[config.mk]
export PLATFORM = sky130hd
export DESIGN_NAME = wb_merge
export DESIGN_NICKNAME = d
export VERILOG_FILES = /design/src/rtl/wb_merge.sv
export SDC_FILE = /design/constraint.sdc
export NUM_CORES = 1
export LEC_CHECK = 0
export ABC_AREA = 1
export CAP_MARGIN = 20
export CORE_MARGIN = 1.5
export CORE_UTILIZATION = 40
export DETAILED_ROUTE_END_ITERATION = 10
export GPL_TIMING_DRIVEN = 0
export MAX_ROUTING_LAYER = met4
export PLACE_DENSITY = 0.89
export RECOVER_POWER = 100
export SYNTH_ARGS = -nofsm -noshare
export SYNTH_HDL_FRONTEND = slang
export SYNTH_SLANG_ARGS = --single-unit
[constraint.sdc]
create_clock -name clk -period 1.6 [get_ports clk]
set_input_delay 0.24 -clock clk [delete_from_list [all_inputs] [get_ports clk]]
set_output_delay 0.24 -clock clk [all_outputs]
set_load 0.01 [all_outputs]
[src/rtl/wb_merge.sv]
// Write-back merge: picks ALU, LSU or MDU result each cycle,
// aligns load data, keeps x0 at zero and bounds LSU/MDU starvation.
module wb_merge #(
  parameter int unsigned STALL_LIMIT = 4
) (
  input  logic        clk,
  input  logic        rst_n,
  input  logic        alu_wen,
  input  logic [4:0]  alu_rd,
  input  logic [31:0] alu_data,
  output logic        alu_stall,
  input  logic        lsu_valid,
  output logic        lsu_ready,
  input  logic [4:0]  lsu_rd,
  input  logic [31:0] lsu_data,
  input  logic [2:0]  lsu_funct3,
  input  logic [1:0]  lsu_addr_lo,
  input  logic        mdu_valid,
  output logic        mdu_ready,
  input  logic [4:0]  mdu_rd,
  input  logic [31:0] mdu_data,
  output logic        rf_wen,
  output logic [4:0]  rf_addr,
  output logic [31:0] rf_din
);

  typedef enum logic {
    PTR_LSU = 1'b0,
    PTR_MDU = 1'b1
  } rr_t;

  rr_t         rr_ptr, rr_nxt;
  logic [3:0]  wait_cnt, wait_nxt;
  logic        alu_win, lsu_gnt, mdu_gnt, any_win;
  logic [4:0]  win_rd;
  logic [31:0] win_data;
  logic [31:0] ld_shift;
  logic [7:0]  ld_byte;
  logic [15:0] ld_half;
  logic [31:0] ld_data;

  // Stall is decoded from the counter alone so it never loops
  // back through the requesters' inputs.
  assign alu_stall = (wait_cnt == 4'(STALL_LIMIT));
  assign alu_win   = alu_wen & ~alu_stall;

  // Grant: unstalled ALU first, then round-robin LSU/MDU.
  always_comb begin
    lsu_gnt = 1'b0;
    mdu_gnt = 1'b0;
    if (!alu_win) begin
      if (lsu_valid && mdu_valid) begin
        lsu_gnt = (rr_ptr == PTR_LSU);
        mdu_gnt = (rr_ptr == PTR_MDU);
      end else begin
        lsu_gnt = lsu_valid;
        mdu_gnt = mdu_valid;
      end
    end
  end

  // No handshake may complete while reset is held.
  assign lsu_ready = lsu_gnt & rst_n;
  assign mdu_ready = mdu_gnt & rst_n;
  assign any_win   = alu_win | lsu_gnt | mdu_gnt;

  // Load alignment and sign/zero extension.
  always_comb begin
    ld_shift = lsu_data >> {lsu_addr_lo, 3'b000};
    ld_byte  = ld_shift[7:0];
    ld_half  = lsu_addr_lo[1] ? lsu_data[31:16]
                              : lsu_data[15:0];
    case (lsu_funct3)
      3'b000:  ld_data = {{24{ld_byte[7]}}, ld_byte};
      3'b100:  ld_data = {24'h0, ld_byte};
      3'b001:  ld_data = {{16{ld_half[15]}}, ld_half};
      3'b101:  ld_data = {16'h0, ld_half};
      default: ld_data = lsu_data;
    endcase
  end

  // Winner's destination and data.
  always_comb begin
    win_rd   = 5'd0;
    win_data = 32'h0;
    unique case (1'b1)
      alu_win: begin
        win_rd   = alu_rd;
        win_data = alu_data;
      end
      lsu_gnt: begin
        win_rd   = lsu_rd;
        win_data = ld_data;
      end
      mdu_gnt: begin
        win_rd   = mdu_rd;
        win_data = mdu_data;
      end
      default: ;
    endcase
  end

  // Next round-robin pointer and starvation count.
  always_comb begin
    rr_nxt   = rr_ptr;
    wait_nxt = wait_cnt;
    if (lsu_gnt)
      rr_nxt = PTR_MDU;
    else if (mdu_gnt)
      rr_nxt = PTR_LSU;
    if (lsu_gnt || mdu_gnt || !(lsu_valid || mdu_valid))
      wait_nxt = 4'd0;
    else if (wait_cnt != 4'hF)
      wait_nxt = wait_cnt + 4'd1;
  end

  // Arbitration state.
  always_ff @(posedge clk or negedge rst_n) begin
    if (!rst_n) begin
      rr_ptr   <= PTR_LSU;
      wait_cnt <= 4'd0;
    end else begin
      rr_ptr   <= rr_nxt;
      wait_cnt <= wait_nxt;
    end
  end

  // Register-file write port; x0 writes are dropped here.
  always_ff @(posedge clk or negedge rst_n) begin
    if (!rst_n) begin
      rf_wen  <= 1'b0;
      rf_addr <= 5'd0;
      rf_din  <= 32'h0;
    end else begin
      rf_wen <= any_win && (win_rd != 5'd0);
      if (any_win) begin
        rf_addr <= win_rd;
        rf_din  <= win_data;
      end
    end
  end

endmodule

==> summary.md, run 1 <==
| Metric | Value |
|---|---|
| Status | finished with violations |
| Failing checks | negative setup slack |
| Vias in the first global route | 4,019 |
| RSZ-0062 raised after global routing | yes |
| Most common cell on crit path | buf_8 |
| CP max stage cell | dfrtp_1 |
| Syn-to-layout area delta | 91.69% |
| First-pass GRT wire length | 18,690 µm |
| # setup viols final | 40 |
| Largest net degree at the start of global routing | 26 |
| Die area | 8175 µm² |
| Setup TNS | -5.479 ns |
| Share of cells above drive strength 1 | 0.2474 |
| Worst Hold Class | input pin to flip-flop |
| Core Box Area | 7331 µm² |
| Max cap viols | 0 |
| Final Cycle Share | 1.152 |
| Leak pwr | 2.638 nW |
| Slew margin rel. | 0.3895 |
| Die Ht | 90.42 µm |
| Total CTS buffers | 5 |
| Drt total wl | 14,050 µm |
| RePlAce Congestion | 0.9031 |
| Minimum clock period | 1.843 ns |
| Initial Util | 0.4170 |
| Routed vias | 4,243 |
| Cell area after synthesis | 3057 µm² |
| Fin. Hold Viols | 0 |
| CTS tree | done |
| Avg WL per Cell | 18.34 µm |
| Post-synth cell types | 33 |
| Final Cell Area | 5859 µm² |
| Initial drt markers | 306 |
| Die X | 90.42 µm |
| Filler Cell Count | 437 |
| CP max stage delay | 0.42 ns |
| DR pass1 iterations | 5 |
| Sequential element share of the synthesized area | 0.3520 |
| I/O pins | 162 |
| DRC Markers | 0 |
| CTS Sinks | 43 |
| Setup ws final | -0.2426 ns |
| Worst EP required | 1.36 ns |
| Max FO, Critical Path | 2 |
| ANT cells | 0 |
| Yosys warns | 0 |
| Maximum vdd ir drop | 0.3203 mV |
| Clock root cell | clkbuf_8 |
| PwrDens | 612.7 nW/µm² |
| Pins Over Slew Limit | 0 |
| Initial antenna violation count | 0 |
| Core Util, Final | 0.7993 |
| CTS clk-pin slew, worst paths | 0.08 ns |
| Clk buf depth | 2 |
| Port Buffers | 160 |
| Arr. time, crit path | 1.60 ns |
| Layout Nets | 791 |
| Rows | 31 |
| Mapped Cells | 469 |
| Area after DPL | 4797 µm² |
| FMAX | 0.5427 GHz |
| Worst slew pin tran | 0.9127 ns |
| Clock Latency Late Sink | 0.30 ns |
| Syn Nets | 592 |
| CP Launch Type | flip-flop |
| Dpl hpwl | 8741 µm |
| Global Route Usage Sum | 0.2890 |
| Final ANT Viol Nets | 0 |
| Final Skew | 0.008366 ns |
| Avg Inst Size Synth | 6.517 µm² |
| Vias per cell | 5.539 |
| Setup crit end kind | output port |
| Synthesis-stage register bit count | 43 |
| CTS H-tree depth | 2 |
| Worst path cell trace | inv_2 > ha_4 > nand3_4 > nand2_4 > buf_8 > nand2_8 > buf_8 > nor2_4 > buf_6 |
| Total gr overflow | 0 |
| Setup CP Type | flip-flop to output port |
[state kept, by name (all words and copies together), names as in the netlist]
signal / count
rf_wen: 1
rf_addr: 5
wait_cnt: 4
rf_din: 32
rr_ptr: 1
[path summary, 6_finish.rpt]
kind | from | depth (start not counted) | to | slack [ns]
setup reg to reg | wait_cnt[1]$_DFFE_PN0P_ | 12 | rf_din[19]$_DFFE_PN0P_ | -0.24
min in group asynchronous | rst_n | 4 | rr_ptr$_DFFE_PN0P_ | 0.57
max in group asynchronous | rst_n | 2 | rf_din[0]$_DFFE_PN0P_ | 0.42
hold / removal | lsu_funct3[1] | 6 | rf_din[7]$_DFFE_PN0P_ | 0.49
setup / recovery | wait_cnt[1]$_DFFE_PN0P_ | 9 | lsu_ready | -0.24
hold reg to reg | rf_addr[1]$_DFFE_PN0P_ | 1 | rf_addr[1]$_DFFE_PN0P_ | 0.49
[cells in the mapped netlist]
| master | instances | area, µm² |
|---|---|---|
| nand2_4 | 1 | 11.26 |
| nand2_1 | 171 | 641.9 |
| ha_1 | 2 | 25.02 |
| clkinv_2 | 1 | 5.000 |
| inv_2 | 2 | 7.510 |
| nand4_1 | 15 | 93.84 |
| a21oi_1 | 46 | 230.2 |
| a21oi_4 | 1 | 16.27 |
| nand3_2 | 1 | 10.01 |
| a21oi_2 | 1 | 8.760 |
| clkbuf_2 | 1 | 5.000 |
| nor3_2 | 1 | 10.01 |
| buf_4 | 4 | 30.03 |
| nor3_1 | 1 | 5.000 |
| nor2_2 | 13 | 81.33 |
| o31ai_1 | 1 | 7.510 |
| nor2_1 | 55 | 206.5 |
| nand3_4 | 1 | 17.52 |
| a31oi_1 | 1 | 6.260 |
| xor2_1 | 2 | 17.52 |
| clkbuf_1 | 9 | 33.78 |
| o21ai_0 | 20 | 100.1 |
| nand3_1 | 27 | 135.1 |
| buf_6 | 1 | 11.26 |
| o211ai_1 | 2 | 15.01 |
| buf_8 | 2 | 30.03 |
| dfrtp_1 | 43 | 1076 |
| nand2_2 | 2 | 12.51 |
| xnor2_1 | 1 | 8.760 |
| inv_1 | 26 | 97.59 |
| nand2_8 | 1 | 20.02 |
| a21o_1 | 4 | 30.03 |
| buf_2 | 10 | 50.05 |
[placed cells by master (no fill, tap or decap), drive strengths merged, types with 4 or more instances in the layout]
master         instances
clkbuf                21
nand2                175
inv                   29
nand4                 15
nor2                  68
nand3                 29
a21oi                 48
dfrtp                 43
clkdlybuf4s50        156
o21ai                 20
buf                   46
a21o                   4
[worst max-delay path, delay by kind of cell, from the launching register on]
| kind | cells | cell delay, ns |
|---|---|---|
| adder cells (fa/ha/maj) | 1 | 0.15 |
| buffers and inverters | 4 | 0.45 |
| flip-flops | 1 | 0.42 |
| AND/OR/NAND/NOR | 4 | 0.28 |
[metal layers]
layer | routed length (µm) | vias up | global-route usage
li1 | - | 1905 | -
met4 | 595 | 0 | 0.1177
met1 | 5354 | 2012 | 0.3599
met3 | 940 | 59 | 0.04040
met2 | 7158 | 267 | 0.4722
met5 | 0 | - | -
[logic make-up after synthesis]
group                      Yosys count  synth area share
adders and majority gates            2          0.008185
DFF                                 43            0.3520
buffers and inverters               56           0.08841
AOI/OAI and AO/OA                   76            0.1355
and+or+nand+nor                    289            0.4073
xor gates and xnor gates             3          0.008598
[layout make-up]
type                            count  area (µm²)  area share
Multi-Input combinational cell    370        2148      0.3666
Timing Repair Buffer              192        2031      0.3466
Sequential cell                    43        1076      0.1836
Buffer                             27       267.8     0.04570
Inverter                           29       140.1     0.02392
Tap cell                           99       123.9     0.02114
Clock buffer                        6       72.57     0.01239
[what timing repair did]
action / 4_1_cts / 5_1_grt
pin swaps: 3 / 29
hold buffers: 3 / 0
gates cloned: 0 / 6
resized for setup: 55 / 132
setup buffers: 10 / 12
hold endpoints to repair: 18 / 0
endpoints found under the setup margin: 43 / 41
[report_power, final]
part / switching [mW] / internal (mW)
registers: 0.0820 / 1.21
clock network: 0.366 / 0.292
logic: 0.768 / 0.869
total: 1.22 / 2.37
[through the flow]
stage,hold WS [ns],worst slack [ns],total power [mW],std cells
detailed placement,0.2207,-0.6997,2.535,729
finish,0.4889,-0.2426,3.590,766
global route,0.5199,-0.3010,3.743,766
floorplan,-0.05559,0.02059,1.816,469
global placement,0.4613,-1.624,2.494,728
CTS,0.4579,-0.1937,3.276,748
(Power assumes the default switching activity.)
==> run 2, diff against run 1 <==
ABC_CLOCK_PERIOD_IN_PS = 1600   (was unset)
==> results of run 2 <==
Final layout, timing and power as in run 1 (identical DEF).
==> edit: new RTL, config.mk and constraints of run 1 <==
Reset style: synchronous (`rst_n`), changed in 2 clocked blocks.
--- a/src/rtl/wb_merge.sv
+++ b/src/rtl/wb_merge.sv
@@ -116,5 +116,5 @@
 
   // Arbitration state.
-  always_ff @(posedge clk or negedge rst_n) begin
+  always_ff @(posedge clk) begin
     if (!rst_n) begin
       rr_ptr   <= PTR_LSU;
@@ -127,5 +127,5 @@
 
   // Register-file write port; x0 writes are dropped here.
-  always_ff @(posedge clk or negedge rst_n) begin
+  always_ff @(posedge clk) begin
     if (!rst_n) begin
       rf_wen  <= 1'b0;
Function: differs if rst_n is asserted again (counterexample within 4 cycles, from zero or initial values and one cycle with rst_n low); with rst_n held inactive, the same outputs for 10 cycles.
==> edit against run 1 <==
The run still ends with negative setup slack left. Routed wire length decreased by 5.2%. Total power decreased by 13%. Setup slack improved by 0.051 ns. Synthesized area decreased by 3.0%. Sequential cell count unchanged. Final area decreased by 9.2%. Utilization decreased by 6.2 points. Non-clock buffer count decreased by 12.
==> edit: results (changes against run 1) <==
* Synthesized net count at 617 (was 592)
* GR met1 Demand/Resource at 0.364 (was 0.360)
* Netlist cell types at 30 (was 33)
* Worst-case register-to-register setup slack at -0.11 ns (was -0.24 ns)
* Worst Skew at 0.0112 ns (was 0.00837 ns)
* Placed Area at 4680 um2 (was 4800 um2)
* DP HPWL at 9370 um (was 8740 um)
* Violations in the final reports: negative setup slack (unchanged)
* Synth cell count leaders: 142 x sky130_fd_sc_hd__nand2_1, 89 x sky130_fd_sc_hd__a21oi_1, 45 x sky130_fd_sc_hd__o21ai_0 (was 171 x sky130_fd_sc_hd__nand2_1, 55 x sky130_fd_sc_hd__nor2_1, 46 x sky130_fd_sc_hd__a21oi_1)
* Post-synthesis compound-gate area fraction at 0.250 (was 0.135)
* Most common flop cell mapped by yosys: sky130_fd_sc_hd__dfxtp_1 (was sky130_fd_sc_hd__dfrtp_1)
* Final standard cell count with taps included and fillers excluded at 782 (was 766)
* Final nets at 805 (was 791)
* Total setup violations reported at the end of the flow at 32 (was 40)
* Final standard cell area without fillers at 5320 um2 (was 5860 um2)
* Final weighted congestion of routability-driven global placement at 0.943 (was 0.903)
* Count of port buffers added during placement at 159 (was 160)
* Start of the worst register-to-register path: wait_cnt[0] (was wait_cnt[1])
* Worst setup slack after placement at -0.739 ns (was -0.700 ns)
* Final WS setup at -0.192 ns (was -0.243 ns)
* Cell with the biggest individual delay on the critical path: sky130_fd_sc_hd__dfxtp_2 (was sky130_fd_sc_hd__dfrtp_1)
* Pin slew with the least headroom to its limit at 0.511 ns (was 0.913 ns)
* Iteration-0 DRC count of the detailed router at 251 (was 306)
* Post-synthesis async set-or-reset flop share at 0 (was 1.00)
* Result of the run: finished with violations (unchanged)
-- edit: cell count changes after synthesis, moves of 11 or more --
cell / before / now
sky130_fd_sc_hd__a21oi_1: 46 / 89
sky130_fd_sc_hd__dfrtp_1: 43 / 0
sky130_fd_sc_hd__dfxtp_1: 0 / 43
sky130_fd_sc_hd__inv_1: 26 / 37
sky130_fd_sc_hd__nand2_1: 171 / 142
sky130_fd_sc_hd__nand4_1: 15 / 3
sky130_fd_sc_hd__nor2_1: 55 / 39
sky130_fd_sc_hd__o21ai_0: 20 / 45
-- edit: worst min-delay path by stage --
stage,end,slack (ns),start,cells past startpoint
after floorplan,rf_din[1],0.39,alu_data[1],2
after global placement,rf_addr[2],0.45,rf_addr[2],2
after detailed placement,rf_addr[2],0.46,rf_addr[2],2
after CTS,rf_din[4],0.41,rst_n,3
after global routing,rf_din[5],0.44,rst_n,3
final,rf_din[4],0.41,rst_n,3
-- edit: cells by family (layout without fill, tap and decap cells) --
family / Yosys count / count (layout)
and+or+nand+nor: 234 / 234
adders and majority gates: 2 / 2
DFF: 43 / 43
AOI/OAI and AO/OA: 144 / 144
xor gates and xnor gates: 1 / 1
buffers and inverters: 70 / 259
-- edit: cell type report --
class                           instances  area share
Buffer                                 27      0.0419
Clock buffer                            6      0.0136
Clock inverter                          2     0.00235
Inverter                               43      0.0341
Multi-Input combinational cell        381       0.382
Sequential cell                        43       0.163
Tap cell                               99      0.0233
Timing Repair Buffer                  180       0.338
Timing Repair inverter                  1     0.00212
-- edit: metal layers --
layer,vias up,share of wire,wire [um]
met4,0,0.024,324
li1,1998,-,-
met1,1975,0.40,5300
met3,47,0.086,1140
met2,222,0.49,6550
met5,-,0,0
-- edit: repair_timing --
action,4_1_cts,5_1_grt
gates cloned,3,1
endpoints found under the setup margin,45,44
gates resized for setup,70,56
buffers inserted,13,6
pin swaps,9,30
-- edit: power breakdown --
part           total, mW  internal [mW]  leakage [nW]  switching [mW]
clock network      0.724          0.306        0.0412           0.417
logic               1.21          0.625          1.98           0.581
registers           1.20           1.15         0.357          0.0442
total               3.13           2.08          2.38            1.04
-- edit: worst reg2reg max path, stage by stage (launching register included) --
cell,delay [ns]
sky130_fd_sc_hd__dfxtp_2,0.35
sky130_fd_sc_hd__inv_2,0.05
sky130_fd_sc_hd__ha_4,0.16
sky130_fd_sc_hd__nand3_4,0.10
sky130_fd_sc_hd__nand2_8,0.07
sky130_fd_sc_hd__buf_8,0.15
sky130_fd_sc_hd__buf_8,0.15
sky130_fd_sc_hd__nand3_1,0.10
sky130_fd_sc_hd__o21ai_2,0.06
sky130_fd_sc_hd__nor2_1,0.15
sky130_fd_sc_hd__nand2_1,0.09
sky130_fd_sc_hd__nor2_1,0.12
sky130_fd_sc_hd__nor2_1,0.06
